===== config.mk =====
export PLATFORM = sky130hd
export DESIGN_NAME = trace_scheduler_flat
export DESIGN_NICKNAME = d
export VERILOG_FILES = /design/src/rtl/trace_pkg.sv /design/src/rtl/trace_scheduler_if.sv /design/src/rtl/rr_pick2.sv /design/src/rtl/trace_scheduler.sv /design/src/flat_wrapper.sv
export SDC_FILE = /design/constraint.sdc
export NUM_CORES = 1
export LEC_CHECK = 0
export ABC_AREA = 1
export BUFFER_PORTS_ARGS = -buffer_cell sky130_fd_sc_hd__clkbuf_2
export CAP_MARGIN = 10
export CORE_UTILIZATION = 30
export DETAILED_ROUTE_END_ITERATION = 8
export PLACE_DENSITY = 0.56
export SLEW_MARGIN = 5
export SYNTH_ARGS = -nofsm -noshare
export SYNTH_HDL_FRONTEND = slang
export SYNTH_HIERARCHICAL = 1
export SYNTH_SLANG_ARGS = --single-unit

===== constraint.sdc =====
create_clock -name clk_in -period 2.4 [get_ports clk_in]
set_clock_uncertainty 0.2 [all_clocks]
set_input_delay 0.48 -clock clk_in [delete_from_list [all_inputs] [get_ports clk_in]]
set_output_delay 0.48 -clock clk_in [all_outputs]
set_load 0.02 [all_outputs]

===== src/rtl/trace_pkg.sv =====
// Shared types and widths for the saber trail scheduler.
// Contents: FSM state enum, coordinate widths, saber count, counter width,
// sample payload struct and a saturating increment helper.
package trace_pkg;

   localparam int unsigned X_W     = 12;
   localparam int unsigned Y_W     = 11;
   localparam int unsigned N_SABER = 2;
   localparam int unsigned CNT_W   = 8;
   localparam int unsigned FRAME_W = 8;

   typedef enum logic [1:0] {
      ST_IDLE  = 2'd0,
      ST_ISSUE = 2'd1,
      ST_NEXT  = 2'd2
   } state_e;

   typedef struct packed {
      logic [X_W-1:0] x;
      logic [Y_W-1:0] y;
   } pos_t;

   // Increment that sticks at all-ones.
   function automatic logic [CNT_W-1:0] sat_inc(input logic [CNT_W-1:0] v);
      return (v == '1) ? v : v + CNT_W'(1);
   endfunction

endpackage


===== src/rtl/trace_scheduler_if.sv =====
// Sample/push bus of the trail scheduler.
// Signals: nf_in (new-frame pulse), s_valid_in/s_x_in/s_y_in (per-saber
// samples, index 0 = saber A, 1 = saber B), push_valid_out/push_id_out/
// push_x_out/push_y_out (push offered to trail histories), push_ready_in.
// Modports: master = sample source / trail sink side, slave = scheduler.
interface trace_scheduler_if;
   import trace_pkg::*;

   logic                            nf_in;
   logic [N_SABER-1:0]              s_valid_in;
   logic [N_SABER-1:0][X_W-1:0]     s_x_in;
   logic [N_SABER-1:0][Y_W-1:0]     s_y_in;
   logic                            push_valid_out;
   logic                            push_id_out;
   logic [X_W-1:0]                  push_x_out;
   logic [Y_W-1:0]                  push_y_out;
   logic                            push_ready_in;

   modport master (
      output nf_in, s_valid_in, s_x_in, s_y_in, push_ready_in,
      input  push_valid_out, push_id_out, push_x_out, push_y_out
   );

   modport slave (
      input  nf_in, s_valid_in, s_x_in, s_y_in, push_ready_in,
      output push_valid_out, push_id_out, push_x_out, push_y_out
   );

endinterface


===== src/rtl/rr_pick2.sv =====
// Two-way round-robin picker: prefers the requester named by rr, else the
// other one. Ports: rr (preferred id), req (request bits), id_c (chosen id),
// any_c (at least one request).
module rr_pick2 (
   input  logic       rr,
   input  logic [1:0] req,
   output logic       id_c,
   output logic       any_c
);

   assign any_c = |req;
   assign id_c  = req[rr] ? rr : ~rr;

endmodule


===== src/rtl/trace_scheduler.sv =====
// Trail scheduler: latches per-saber position samples and, on every
// DECIMATE-th new-frame pulse, pushes the scheduled sabers' positions one at a
// time to the trail histories, alternating which saber goes first.
// Ports: clk_in, rst_in (async active-low), bus (slave side of
// trace_scheduler_if), drop_count_out (overwritten samples, saturating),
// skip_count_out (ticks ignored while busy, saturating).
// Option: define TRACE_SCHED_HOLD_EN to also re-push the last accepted
// position of a saber that delivered no new sample.
module trace_scheduler
   import trace_pkg::*;
#(
   parameter int unsigned DECIMATE = 1
) (
   input  logic                clk_in,
   input  logic                rst_in,
   trace_scheduler_if.slave    bus,
   output logic [CNT_W-1:0]    drop_count_out,
   output logic [CNT_W-1:0]    skip_count_out
);

   localparam logic [FRAME_W-1:0] FRAME_LAST = FRAME_W'(DECIMATE - 1);

   state_e              state_q, state_d;
   pos_t                samp_q [N_SABER];
   logic [N_SABER-1:0]  pending_q;
   logic [N_SABER-1:0]  sched_q;
   logic                rr_q;
   logic [FRAME_W-1:0]  frame_q;

   logic                push_valid_q;
   logic                push_id_q;
   logic [X_W-1:0]      push_x_q;
   logic [Y_W-1:0]      push_y_q;

   logic                tick_c;
   logic                skip_c;
   logic [N_SABER-1:0]  req_c;
   logic                pick_id_c;
   logic                pick_any_c;
   logic                other_id_c;

   logic                load_c;
   logic                load_id_c;
   logic                capture_c;
   logic                done_c;
   logic                rr_flip_c;

   logic [N_SABER-1:0]  id_mask_c;
   logic [N_SABER-1:0]  clr_c;
   logic [N_SABER-1:0]  drop_hit_c;
   logic [CNT_W:0]      drop_sum_c;

   // Frame decimation: tick on the last frame of each DECIMATE group.
   assign tick_c = bus.nf_in && (frame_q == FRAME_LAST);
   assign skip_c = tick_c && (state_q != ST_IDLE);

   always_ff @(posedge clk_in or negedge rst_in) begin
      if (!rst_in) begin
         frame_q <= '0;
      end else if (bus.nf_in) begin
         frame_q <= tick_c ? '0 : frame_q + FRAME_W'(1);
      end
   end

   // Which sabers are eligible at a tick.
`ifdef TRACE_SCHED_HOLD_EN
   logic [N_SABER-1:0] has_last_q;

   always_ff @(posedge clk_in or negedge rst_in) begin
      if (!rst_in) begin
         has_last_q <= '0;
      end else begin
         has_last_q <= has_last_q | bus.s_valid_in;
      end
   end

   assign req_c = pending_q | has_last_q;
`else
   assign req_c = pending_q;
`endif

   rr_pick2 u_pick (
      .rr    (rr_q),
      .req   (req_c),
      .id_c  (pick_id_c),
      .any_c (pick_any_c)
   );

   assign other_id_c = ~push_id_q;

   // FSM state register.
   always_ff @(posedge clk_in or negedge rst_in) begin
      if (!rst_in) begin
         state_q <= ST_IDLE;
      end else begin
         state_q <= state_d;
      end
   end

   // FSM next state.
   always_comb begin
      state_d = state_q;
      case (state_q)
         ST_IDLE: begin
            if (tick_c && pick_any_c) begin
               state_d = ST_ISSUE;
            end
         end
         ST_ISSUE: begin
            if (bus.push_ready_in) begin
               state_d = sched_q[other_id_c] ? ST_NEXT : ST_IDLE;
            end
         end
         ST_NEXT: begin
            state_d = ST_ISSUE;
         end
         default: begin
            state_d = ST_IDLE;
         end
      endcase
   end

   // FSM control outputs.
   always_comb begin
      load_c    = 1'b0;
      load_id_c = pick_id_c;
      capture_c = 1'b0;
      done_c    = 1'b0;
      rr_flip_c = 1'b0;
      case (state_q)
         ST_IDLE: begin
            if (tick_c && pick_any_c) begin
               capture_c = 1'b1;
               load_c    = 1'b1;
            end
         end
         ST_ISSUE: begin
            if (bus.push_ready_in) begin
               done_c    = 1'b1;
               rr_flip_c = !sched_q[other_id_c];
            end
         end
         ST_NEXT: begin
            load_c    = 1'b1;
            load_id_c = other_id_c;
         end
         default: begin
            load_c = 1'b0;
         end
      endcase
   end

   assign id_mask_c = load_id_c ? 2'b10 : 2'b01;

   // A sample arriving on the cycle its saber is loaded keeps pending set and
   // is not a drop: the older value is the one being pushed.
   always_comb begin
      clr_c      = '0;
      drop_hit_c = '0;
      for (int i = 0; i < N_SABER; i++) begin
         clr_c[i]      = load_c && (load_id_c == 1'(i));
         drop_hit_c[i] = bus.s_valid_in[i] && pending_q[i] && !clr_c[i];
      end
   end

   assign drop_sum_c = {1'b0, drop_count_out}
                     + (CNT_W+1)'(drop_hit_c[0])
                     + (CNT_W+1)'(drop_hit_c[1]);

   // Sample registers and pending flags.
   always_ff @(posedge clk_in or negedge rst_in) begin
      if (!rst_in) begin
         for (int i = 0; i < N_SABER; i++) begin
            samp_q[i] <= '0;
         end
         pending_q <= '0;
      end else begin
         for (int i = 0; i < N_SABER; i++) begin
            if (bus.s_valid_in[i]) begin
               samp_q[i] <= '{x: bus.s_x_in[i], y: bus.s_y_in[i]};
            end
         end
         pending_q <= bus.s_valid_in | (pending_q & ~clr_c);
      end
   end

   // Schedule set (ids still to push this tick) and round-robin pointer.
   always_ff @(posedge clk_in or negedge rst_in) begin
      if (!rst_in) begin
         sched_q <= '0;
         rr_q    <= 1'b0;
      end else begin
         if (capture_c) begin
            sched_q <= req_c & ~id_mask_c;
         end else if (load_c) begin
            sched_q <= sched_q & ~id_mask_c;
         end
         if (rr_flip_c) begin
            rr_q <= ~rr_q;
         end
      end
   end

   // Push output registers; held while waiting for push_ready_in.
   always_ff @(posedge clk_in or negedge rst_in) begin
      if (!rst_in) begin
         push_valid_q <= 1'b0;
         push_id_q    <= 1'b0;
         push_x_q     <= '0;
         push_y_q     <= '0;
      end else if (load_c) begin
         push_valid_q <= 1'b1;
         push_id_q    <= load_id_c;
         push_x_q     <= samp_q[load_id_c].x;
         push_y_q     <= samp_q[load_id_c].y;
      end else if (done_c) begin
         push_valid_q <= 1'b0;
      end
   end

   // Saturating event counters.
   always_ff @(posedge clk_in or negedge rst_in) begin
      if (!rst_in) begin
         drop_count_out <= '0;
         skip_count_out <= '0;
      end else begin
         drop_count_out <= drop_sum_c[CNT_W] ? '1 : drop_sum_c[CNT_W-1:0];
         if (skip_c) begin
            skip_count_out <= sat_inc(skip_count_out);
         end
      end
   end

   assign bus.push_valid_out = push_valid_q;
   assign bus.push_id_out    = push_id_q;
   assign bus.push_x_out     = push_x_q;
   assign bus.push_y_out     = push_y_q;

endmodule


===== src/flat_wrapper.sv =====
// flat-port wrapper written by rule: the top's interface ports become plain ports
module trace_scheduler_flat import trace_pkg::*;
#(
   parameter int unsigned DECIMATE = 1
)
  (clk_in, rst_in, drop_count_out, skip_count_out, bus_nf_in, bus_s_valid_in, bus_s_x_in, bus_s_y_in, bus_push_ready_in, bus_push_valid_out, bus_push_id_out, bus_push_x_out, bus_push_y_out);
  trace_scheduler_if bus_i ();
  input  logic clk_in;
  input  logic rst_in;
  output logic [CNT_W-1:0] drop_count_out;
  output logic [CNT_W-1:0] skip_count_out;
  input wire logic [$bits(bus_i.nf_in)-1:0] bus_nf_in;
  input wire logic [$bits(bus_i.s_valid_in)-1:0] bus_s_valid_in;
  input wire logic [$bits(bus_i.s_x_in)-1:0] bus_s_x_in;
  input wire logic [$bits(bus_i.s_y_in)-1:0] bus_s_y_in;
  input wire logic [$bits(bus_i.push_ready_in)-1:0] bus_push_ready_in;
  output wire logic [$bits(bus_i.push_valid_out)-1:0] bus_push_valid_out;
  output wire logic [$bits(bus_i.push_id_out)-1:0] bus_push_id_out;
  output wire logic [$bits(bus_i.push_x_out)-1:0] bus_push_x_out;
  output wire logic [$bits(bus_i.push_y_out)-1:0] bus_push_y_out;
  assign bus_i.nf_in = bus_nf_in;
  assign bus_i.s_valid_in = bus_s_valid_in;
  assign bus_i.s_x_in = bus_s_x_in;
  assign bus_i.s_y_in = bus_s_y_in;
  assign bus_i.push_ready_in = bus_push_ready_in;
  assign bus_push_valid_out = bus_i.push_valid_out;
  assign bus_push_id_out = bus_i.push_id_out;
  assign bus_push_x_out = bus_i.push_x_out;
  assign bus_push_y_out = bus_i.push_y_out;
  trace_scheduler #(.DECIMATE(DECIMATE)) u_core (.clk_in(clk_in), .rst_in(rst_in), .bus(bus_i), .drop_count_out(drop_count_out), .skip_count_out(skip_count_out));
endmodule

* After elaboration in Yosys (flattened, before gate mapping)
Cells that the tools add are included.
Cells by class: add/sub/neg operators 4, mux-type cells 27, reductions and logical operators 20, equality and inequality tests 5, magnitude comparators 3, bitwise gates (word level) 11
Operators by type and width (number):
- two-way mux 23 bit | 3
- adder 8 x 1 -> 8 bit (second input constant) | 2
- two-way mux 8 bit | 2
- two-way mux 1 bit | 14
- two-way mux 2 bit | 6
- adder 8 x 1 -> 9 bit | 1
- adder 9 x 1 -> 9 bit | 1
- logical AND 1 bit | 9
- equality test 8 bit (second input constant) | 1
- logical NOT 8 bit | 1
- bitwise AND 2 bit | 3
- case mux 2 bit (3 select lines) | 1
- nonzero test 2 bit | 3
- less-than comparator 1 x 2 -> 1 bit (second input constant) | 2
- inverter 1 bit | 4
- inverter 2 bit | 2
- AND reduction 2 bit | 2
- logical NOT 1 bit | 3
- equality test 2 x 1 -> 1 bit (second input constant) | 1
- equality test 2 bit (second input constant) | 1
- greater-or-equal comparator 2 bit (second input constant) | 1
- logical NOT 2 bit | 1
- inequality test 2 x 1 -> 1 bit (second input constant) | 1
- inequality test 2 bit (second input constant) | 1
- other kinds (4) | 4
Storage, ports and cells: bits of input ports 52, register bits 102, word-level logic and storage cells 85

* Longest topological paths before layout
Gate-level depths: netlist (run 1).
depth after elaboration 11, depth in mapped cells 18, mapped depth without buffers 18

* Hierarchy
Netlist (run 1), hierarchy kept.
By module, submodules not included:
- trace_scheduler | area each 4588.2 um^2, cells each 561, times used 1
- rr_pick2 | area each 15.0 um^2, cells each 3, times used 1

* Worst setup path before layout (run 1)
OpenSTA, ideal clock, no wires.
path kind register to register, start point register u_core.frame_q[0], end point register u_core.drop_count_out[4], stages on the path, launching flop included 17, buffers on the path 0, required time 2062 ps, clock period less this slack 2593 ps, arrival time 2255 ps, path slack -193 ps, path through dfrtp_1 -> inv_1 -> ha_1 -> nand2_1 -> nor2_2 -> nand3_1 -> nand2_2 -> nand3_1 -> nand2_1 -> inv_1 -> fa_1 -> nand2_1 -> inv_1 -> nand2_1 -> nor3_1 -> nand4_1 -> o21ai_0
Between the ends: longest elaborated chain between the ends 11, elaborated cells between the ends (all ways) 14, those cells by class add/sub (2); mux (3); reduce/logical (9)
RTL lines:
- start: declaration | line trace_scheduler.sv:28 | logic [FRAME_W-1:0] frame_q;
- start signal: assignment | line trace_scheduler.sv:61 | frame_q <= tick_c ? '0 : frame_q + FRAME_W'(1);
- logical NOT 8 bit (*) | line trace_scheduler.sv:54 | assign tick_c = bus.nf_in && (frame_q == FRAME_LAST);
- logical AND 1 bit (*) | line trace_scheduler.sv:54
- logical AND 1 bit (*) | line trace_scheduler.sv:132 | if (tick_c && pick_any_c) begin
- two-way mux 1 bit (*) | line trace_scheduler.sv:132
- case mux 1 bit (2 select lines) (*) | line trace_scheduler.sv:130 | case (state_q)
- logical AND 1 bit | line trace_scheduler.sv:161 | clr_c[i] = load_c && (load_id_c == 1'(i));
- logical NOT 1 bit | line trace_scheduler.sv:162 | drop_hit_c[i] = bus.s_valid_in[i] && pending_q[i] && !clr_c[i];
- logical AND 1 bit | line trace_scheduler.sv:162
- adder 8 x 1 -> 9 bit | line trace_scheduler.sv:167 | + (CNT_W+1)'(drop_hit_c[0])
- adder 9 x 1 -> 9 bit (*) | line trace_scheduler.sv:168 | + (CNT_W+1)'(drop_hit_c[1]);
- two-way mux 8 bit (*) | line trace_scheduler.sv:227 | drop_count_out <= drop_sum_c[CNT_W] ? '1 : drop_sum_c[CNT_W-1:0];
- end signal: assignment | line trace_scheduler.sv:227
- end: declaration | line trace_scheduler.sv:17 | output logic [CNT_W-1:0] drop_count_out,
Every way passes the cells marked *; elsewhere a longest branch is shown, timed or not. A chain may end at the register's enable or synchronous reset.

* Final worst setup path (run 1)
start point register u_core.frame_q[0], end point register u_core.drop_count_out[3]
The elaborated chain is that of the path after synthesis.

==> impl_metrics.json, run 1 <==
{
  "cts.htree.levels": 3,
  "drv_slew": 0,
  "grt_antenna_before_repair": 0,
  "clock_path_buffers": 2,
  "grt-ovfl-total": 0,
  "synth_warnings": 6,
  "vdd_ir_drop_max_uv": 540,
  "wl_um": 11200,
  "cts.sinks": 102,
  "wl_met2_um": 5190,
  "met3_wirelength_um": 402,
  "power_mw": 6.66,
  "cp_data_arrival_time_ns": 2.44,
  "avgSynthCellArea_um2": 8.16,
  "coreArea_mm2": 0.0148,
  "worst_slew_pin_slew_ns": 0.559,
  "initial_utilization_pct": 31.2,
  "drive_gt1_share_pct": 24.9,
  "holdPathStages": 3,
  "p_sw_mw": 2.74,
  "ant_nets": 0,
  "synth_ff_type": "dfrtp_1",
  "syn_inst": 564,
  "async_flop_share_pct": 100,
  "p_int_mw": 3.92,
  "tritoncts": "built",
  "power_frac_comb_pct": 42.9,
  "cp_max_fo": 7,
  "nets": 745,
  "relSlewSlack_pct": 62.7,
  "dp.cells": 844,
  "hpwl_um": 7920,
  "final_common_cell": "nand2_1",
  "diodes": 0,
  "vias": 3914,
  "grt_max_degree": 48,
  "power_density_mw_per_mm2": 1130,
  "crit_chain": "inv_2 -> ha_4 -> nand2_4 -> nor2_4 -> nand3_2 -> nand2_4 -> nand3_2 -> nand2_2 -> inv_2 -> fa_2 -> nand2_2 -> inv_2 -> nand2_4 -> nor3_4 -> nand4_1 -> o21ai_1",
  "ys_ff_latch": 102,
  "place_congestion": 0.792,
  "die_width_um": 126,
  "synth_area_mm2": 0.00460,
  "final_cell_mix": "nand2_1, dfrtp_1, clkbuf_2",
  "drc": 0,
  "required_ns": 2.42,
  "reg2reg_depth": 16,
  "port_buffers": 92,
  "root_buffer": "clkbuf_16",
  "first_pass_iters": 4,
  "syn-num-nets": 620,
  "ys_types": 26,
  "grt_pass1_wl_um": 18900,
  "final_cells": 878,
  "syn2layout_area_growth_pct": 27.5,
  "clk_latency_ns": 0.35,
  "grt.total_usage_pct": 15.1,
  "yosysSeqAreaShare_pct": 55.4,
  "via_per_inst": 4.46,
  "leakage_nw": 3.23,
  "drv_cap": 0,
  "pre_cts_ws_ns": -0.265,
  "hold_violations": 0,
  "rows": 44,
  "clkPwrFrac_pct": 20.5,
  "numCtsBuffers": 9,
  "fmax_mhz": 412,
  "rsz0062_at_grt": "true",
  "cp-start-kind": "flip-flop",
  "die_h_um": 126,
  "nFillCells": 1502,
  "cp-end-kind": "flip-flop",
  "status": "finished, violations left",
  "crit_type": "flip-flop to flip-flop",
  "synth-edff-count": 0,
  "clk_pin_slew_ns": 0.07,
  "crit_path_max_incr_delay_ns": 0.39,
  "worst_slack_ns": -0.0246,
  "highest_layer": "met4",
  "hold_class": "primary input to flip-flop",
  "wire_per_inst_um": 12.7,
  "failed_checks": "setup timing",
  "pwr-share-seq_pct": 36.6,
  "wl_met1_um": 5410,
  "die_area_mm2": 0.0158,
  "io-pin-count": 93,
  "final_util_pct": 39.8,
  "swShare_pct": 41.1,
  "setup_viol": 5,
  "crit_slowest_cell": "dfrtp_1",
  "drtIter0Drc": 220,
  "final.period_utilization_pct": 101,
  "grt_pass1_vias": 3906,
  "layout_min_cycle_time_ns": 2.42
}
## cell families (layout without fill, tap and decap cells)
kind of cell,Yosys count,after routing,share of synthesized area (%)
XOR/XNOR,11,11,2.09
AO/OA/AOI/OAI,62,62,6.85
flip-flops,102,102,55.4
adder cells (fa/ha/maj),4,4,1.25
AND/OR/NAND/NOR,299,299,26.3
buffers and inverters,86,216,8.07
## cells in the mapped netlist, types with 2 or more instances
| cell | number | share of area, % |
|---|---|---|
| xor2_1 | 8 | 1.5 |
| clkbuf_1 | 14 | 1.1 |
| nand4_1 | 8 | 1.1 |
| inv_2 | 2 | 0.16 |
| buf_4 | 2 | 0.33 |
| o21ai_0 | 43 | 4.7 |
| dfrtp_1 | 102 | 55 |
| inv_1 | 60 | 4.9 |
| xnor2_1 | 3 | 0.57 |
| buf_6 | 5 | 1.2 |
| nand3_1 | 37 | 4.0 |
| nor3_1 | 2 | 0.22 |
| buf_2 | 3 | 0.33 |
| nor2_1 | 21 | 1.7 |
| nand2_1 | 226 | 18 |
| o21ai_1 | 16 | 1.7 |
| ha_1 | 3 | 0.82 |
## sequential cells by signal, indices dropped and copies added, names as in the netlist
register	flops
u_core/bus.push_id_out	1
u_core/bus.push_valid_out	1
u_core/bus.push_x_out	12
u_core/bus.push_y_out	11
u_core/drop_count_out	8
u_core/frame_q	8
u_core/pending_q	2
u_core/rr_q	1
u_core/samp_q	46
u_core/sched_q	2
u_core/skip_count_out	8
u_core/state_q	2
## final timing paths
path                                        start                        to  slack, ns
worst max register to register  u_core/frame_q[0]  u_core/drop_count_out[3]      -0.02
min in group asynchronous                  rst_in         u_core/samp_q[18]       0.45
worst min-delay path               bus_s_x_in[16]         u_core/samp_q[15]       0.13
worst min register to register  u_core/samp_q[12]         u_core/samp_q[12]       0.27
max in group asynchronous                  rst_in               u_core/rr_q       0.89
worst max-delay path            u_core/frame_q[0]  u_core/drop_count_out[3]      -0.02
## layer usage
layer	track usage [%]	vias up
met2	24.1	80
li1	-	1998
met1	20.3	1828
met5	0	-
met4	5.74	0
met3	3.19	8
## critical path, delay by kind of cell (launching register included)
kind	cells	cell delay, ns
DFF	1	0.39
adders and majority gates	2	0.51
AOI/OAI and AO/OA	1	0.11
buffers and inverters	3	0.18
and+or+nand+nor	10	0.91
## layout make-up
type	count	area (um^2)	share of cell area [%]
timing repair buffer	138	823	14.0
clock buffer	10	229	3.90
clock inverter	6	43.8	0.746
inverter	62	233	3.97
sequential	102	2550	43.5
tap	184	230	3.92
multi-input combinational	376	1760	30.0
## power by group through the flow
stage / Sequential, mW / Clock, mW / Combinational, mW
2_1_floorplan: 2.72 / 0 / 1.54
3_3_place_gp: 2.46 / 0 / 2.60
3_5_place_dp: 2.47 / 0 / 2.64
4_1_cts: 2.44 / 1.42 / 2.77
5_1_grt: 2.50 / 1.48 / 3.18
6_report: 2.44 / 1.37 / 2.86
## stage by stage
| step | setup TNS, ns | hold WS (ns) | instance area [um^2] |
|---|---|---|---|
| global route | -1.09 | 0.121 | 5870 |
| detailed placement | -1.78 | 0.259 | 5440 |
| floorplan | 0 | -0.0156 | 4660 |
| global placement | -1.06 | 0.258 | 5440 |
| finish | -0.0883 | 0.125 | 5870 |
| CTS | -0.0325 | 0.108 | 5810 |
## timing repair
item / in CTS / in global routing
setup endpoints to repair: 7 / 8
endpoints found under the hold margin: 37 / 0
setup buffers: 11 / 6
gates resized for setup: 3 / 6
pin swaps: 11 / 9
hold buffers: 1 / 0
(Power assumes the default switching activity.)
==> inputs of run 2 (changes only) <==
--- a/config.mk
+++ b/config.mk
@@ -8,9 +8,10 @@
 export ABC_AREA = 1
 export BUFFER_PORTS_ARGS = -buffer_cell sky130_fd_sc_hd__clkbuf_2
 export CAP_MARGIN = 10
+export CORE_MARGIN = 2
 export CORE_UTILIZATION = 30
 export DETAILED_ROUTE_END_ITERATION = 8
-export PLACE_DENSITY = 0.56
+export PLACE_DENSITY = 0.54
 export SLEW_MARGIN = 5
 export SYNTH_ARGS = -nofsm -noshare
 export SYNTH_HDL_FRONTEND = slang
==> constraint.sdc (replaced) <==
create_clock -name clk_in -period 2.5 [get_ports clk_in]
set_clock_uncertainty 0.2 [all_clocks]
set_input_delay 0.5 -clock clk_in [delete_from_list [all_inputs] [get_ports clk_in]]
set_output_delay 0.5 -clock clk_in [all_outputs]
set_load 0.02 [all_outputs]
==> run 2 against run 1 <==
  * Sequential share of layout area rose by 0.34 points
  * First-iteration DRC count rose by 12%
  * Largest power group unchanged
  * Register-to-register slack improved by 0.02 ns
  * Highest routed layer unchanged
  * The run still ends with setup timing left
  * Worst hold slack improved by 0.017 ns
  * Utilization fell by 1.2 points
  * Via count fell by 0.54%
  * Final area fell by 0.77%
  * Combinational power fell by 7.0%
  * Flip-flop and latch count did not move
  * Die area rose by 3.2%
==> impl_metrics.json, run 2 (synthesized netlist as in run 1, its figures left out) <==
{
  "vias": 3893,
  "fmax_mhz": 400,
  "rr_startpoint": "u_core/frame_q[0]",
  "cts.htree.levels": 3,
  "status": "finished, violations left",
  "grt_max_degree": 50,
  "drv_slew": 0,
  "rsz0062_at_grt": "true",
  "top_register": "u_core/samp_q",
  "clkPwrFrac_pct": 21.8,
  "ant_nets": 0,
  "hpwl_um": 7960,
  "pwr-share-seq_pct": 36.8,
  "diodes": 0,
  "first_pass_iters": 5,
  "hold_class": "primary input to flip-flop",
  "layout_min_cycle_time_ns": 2.50,
  "clk_pin_slew_ns": 0.07,
  "leakage_nw": 3.19,
  "hold_violations": 0,
  "via_per_inst": 4.46,
  "wl_um": 11300,
  "power_mw": 6.43,
  "min-delay-start": "bus_s_x_in[23]",
  "vdd_ir_drop_max_uv": 513,
  "rows": 45,
  "final.period_utilization_pct": 100,
  "port_buffers": 92,
  "setup_viol": 1,
  "root_buffer": "clkbuf_16",
  "rrSetupSlack_ns": -0.002,
  "wire_per_inst_um": 12.9,
  "critPathLaunch": "u_core/frame_q[0]",
  "clock_path_buffers": 2,
  "grt_pass1_vias": 3928,
  "drive_gt1_share_pct": 24.2,
  "required_ns": 2.52,
  "numCtsBuffers": 9,
  "reg2reg_to": "u_core/drop_count_out[5]",
  "worst_slew_pin_slew_ns": 0.436,
  "syn2layout_area_growth_pct": 26.5,
  "clk_latency_ns": 0.35,
  "worst_slack_ns": -0.00208,
  "cp_data_arrival_time_ns": 2.52,
  "power_frac_comb_pct": 41.4,
  "die_h_um": 128,
  "final_cell_mix": "nand2_1, dfrtp_1, clkbuf_2",
  "coreArea_mm2": 0.0151,
  "reg2reg_depth": 16,
  "drtIter0Drc": 246,
  "final_cells": 873,
  "tritoncts": "built",
  "drc": 0,
  "drv_cap": 0,
  "die_area_mm2": 0.0164,
  "largest_reg_flops": 46,
  "nets": 737,
  "power_density_mw_per_mm2": 1100,
  "crit_type": "flip-flop to flip-flop",
  "endpoint": "u_core/drop_count_out[5]",
  "io-pin-count": 93,
  "cp_max_fo": 7,
  "grt_antenna_before_repair": 0,
  "die_width_um": 128,
  "grt_pass1_wl_um": 18900,
  "cts.sinks": 102,
  "swShare_pct": 40.6,
  "final_common_cell": "nand2_1",
  "cp-start-kind": "flip-flop",
  "cp-end-kind": "flip-flop",
  "initial_utilization_pct": 30.5,
  "relSlewSlack_pct": 70.9,
  "place_congestion": 0.833,
  "grt-ovfl-total": 0,
  "grt.total_usage_pct": 14.5,
  "p_sw_mw": 2.61,
  "p_int_mw": 3.82,
  "dp.cells": 841,
  "failed_checks": "setup timing"
}
-- run 2: critical path, stage by stage, from the launching register on --
cell and delay, ns:
dfrtp_1 0.40, inv_2 0.09, ha_4 0.15, nand2_4 0.05, nor2_4 0.09, nand3_2 0.08
nand2_2 0.10, nand3_2 0.09, nand2_2 0.10, inv_2 0.04, fa_2 0.36, nand2_2 0.08
inv_2 0.05, nand2_4 0.06, nor3_4 0.05, nand4_1 0.24, o21ai_1 0.12
-- run 2: power by group through the flow --
stage	Sequential (mW)	Clock, mW	Combinational (mW)
detailed placement	2.39	0	2.42
global route	2.42	1.50	3.00
finish	2.36	1.40	2.66
floorplan	2.61	0	1.42
global placement	2.37	0	2.39
CTS	2.36	1.45	2.52
-- run 2: worst min path at each step --
stage | endpoint | depth (start not counted) | slack (ns)
floorplan | u_core/bus.push_id_out | 0 | 0.004
global placement | u_core/samp_q[45] | 1 | 0.23
detailed placement | u_core/samp_q[45] | 1 | 0.24
CTS | u_core/state_q[0] | 2 | 0.13
global route | u_core/samp_q[7] | 3 | 0.15
finish | u_core/samp_q[22] | 3 | 0.14
-- run 2: area by class of cell --
class	instances	area, um^2
clock buffers	11	233
multi-input cells	376	1750
well taps	188	235
repair buffers	130	763
inverters	62	233
fillers	1550	9270
clock inverters	4	55.1
flip-flops and latches	102	2550
-- run 2: per-stage QoR --
stage          worst slack, ns  hold WS (ns)  util (%)  instance area (um^2)  TNS (ns)
2_1_floorplan           0.0350       0.00441         -                  4620         0
3_3_place_gp           -0.0929         0.231      35.4                  5350    -0.568
3_5_place_dp            -0.157         0.236      35.4                  5350     -1.02
4_1_cts                0.00683         0.128      37.9                  5720         0
5_1_grt                 -0.130         0.145      38.6                  5820    -0.665
6_report              -0.00208         0.142      38.6                  5820  -0.00208
-- run 2: repair_timing --
action                     in CTS  in global routing
buffers inserted                7                  9
hold endpoints to repair       24                  0
setup endpoints to repair       7                  8
pin swaps                       6                 16
hold buffers                    1                  0
gates resized for setup         5                 16
-- run 2: metal layers --
metal	GRT usage [%]	vias to the layer above	share of wire (%)
li1	-	1988	-
met1	20.0	1804	49
met2	22.5	88	45
met3	3.17	13	4.0
met4	5.62	0	1.8
met5	0	-	0
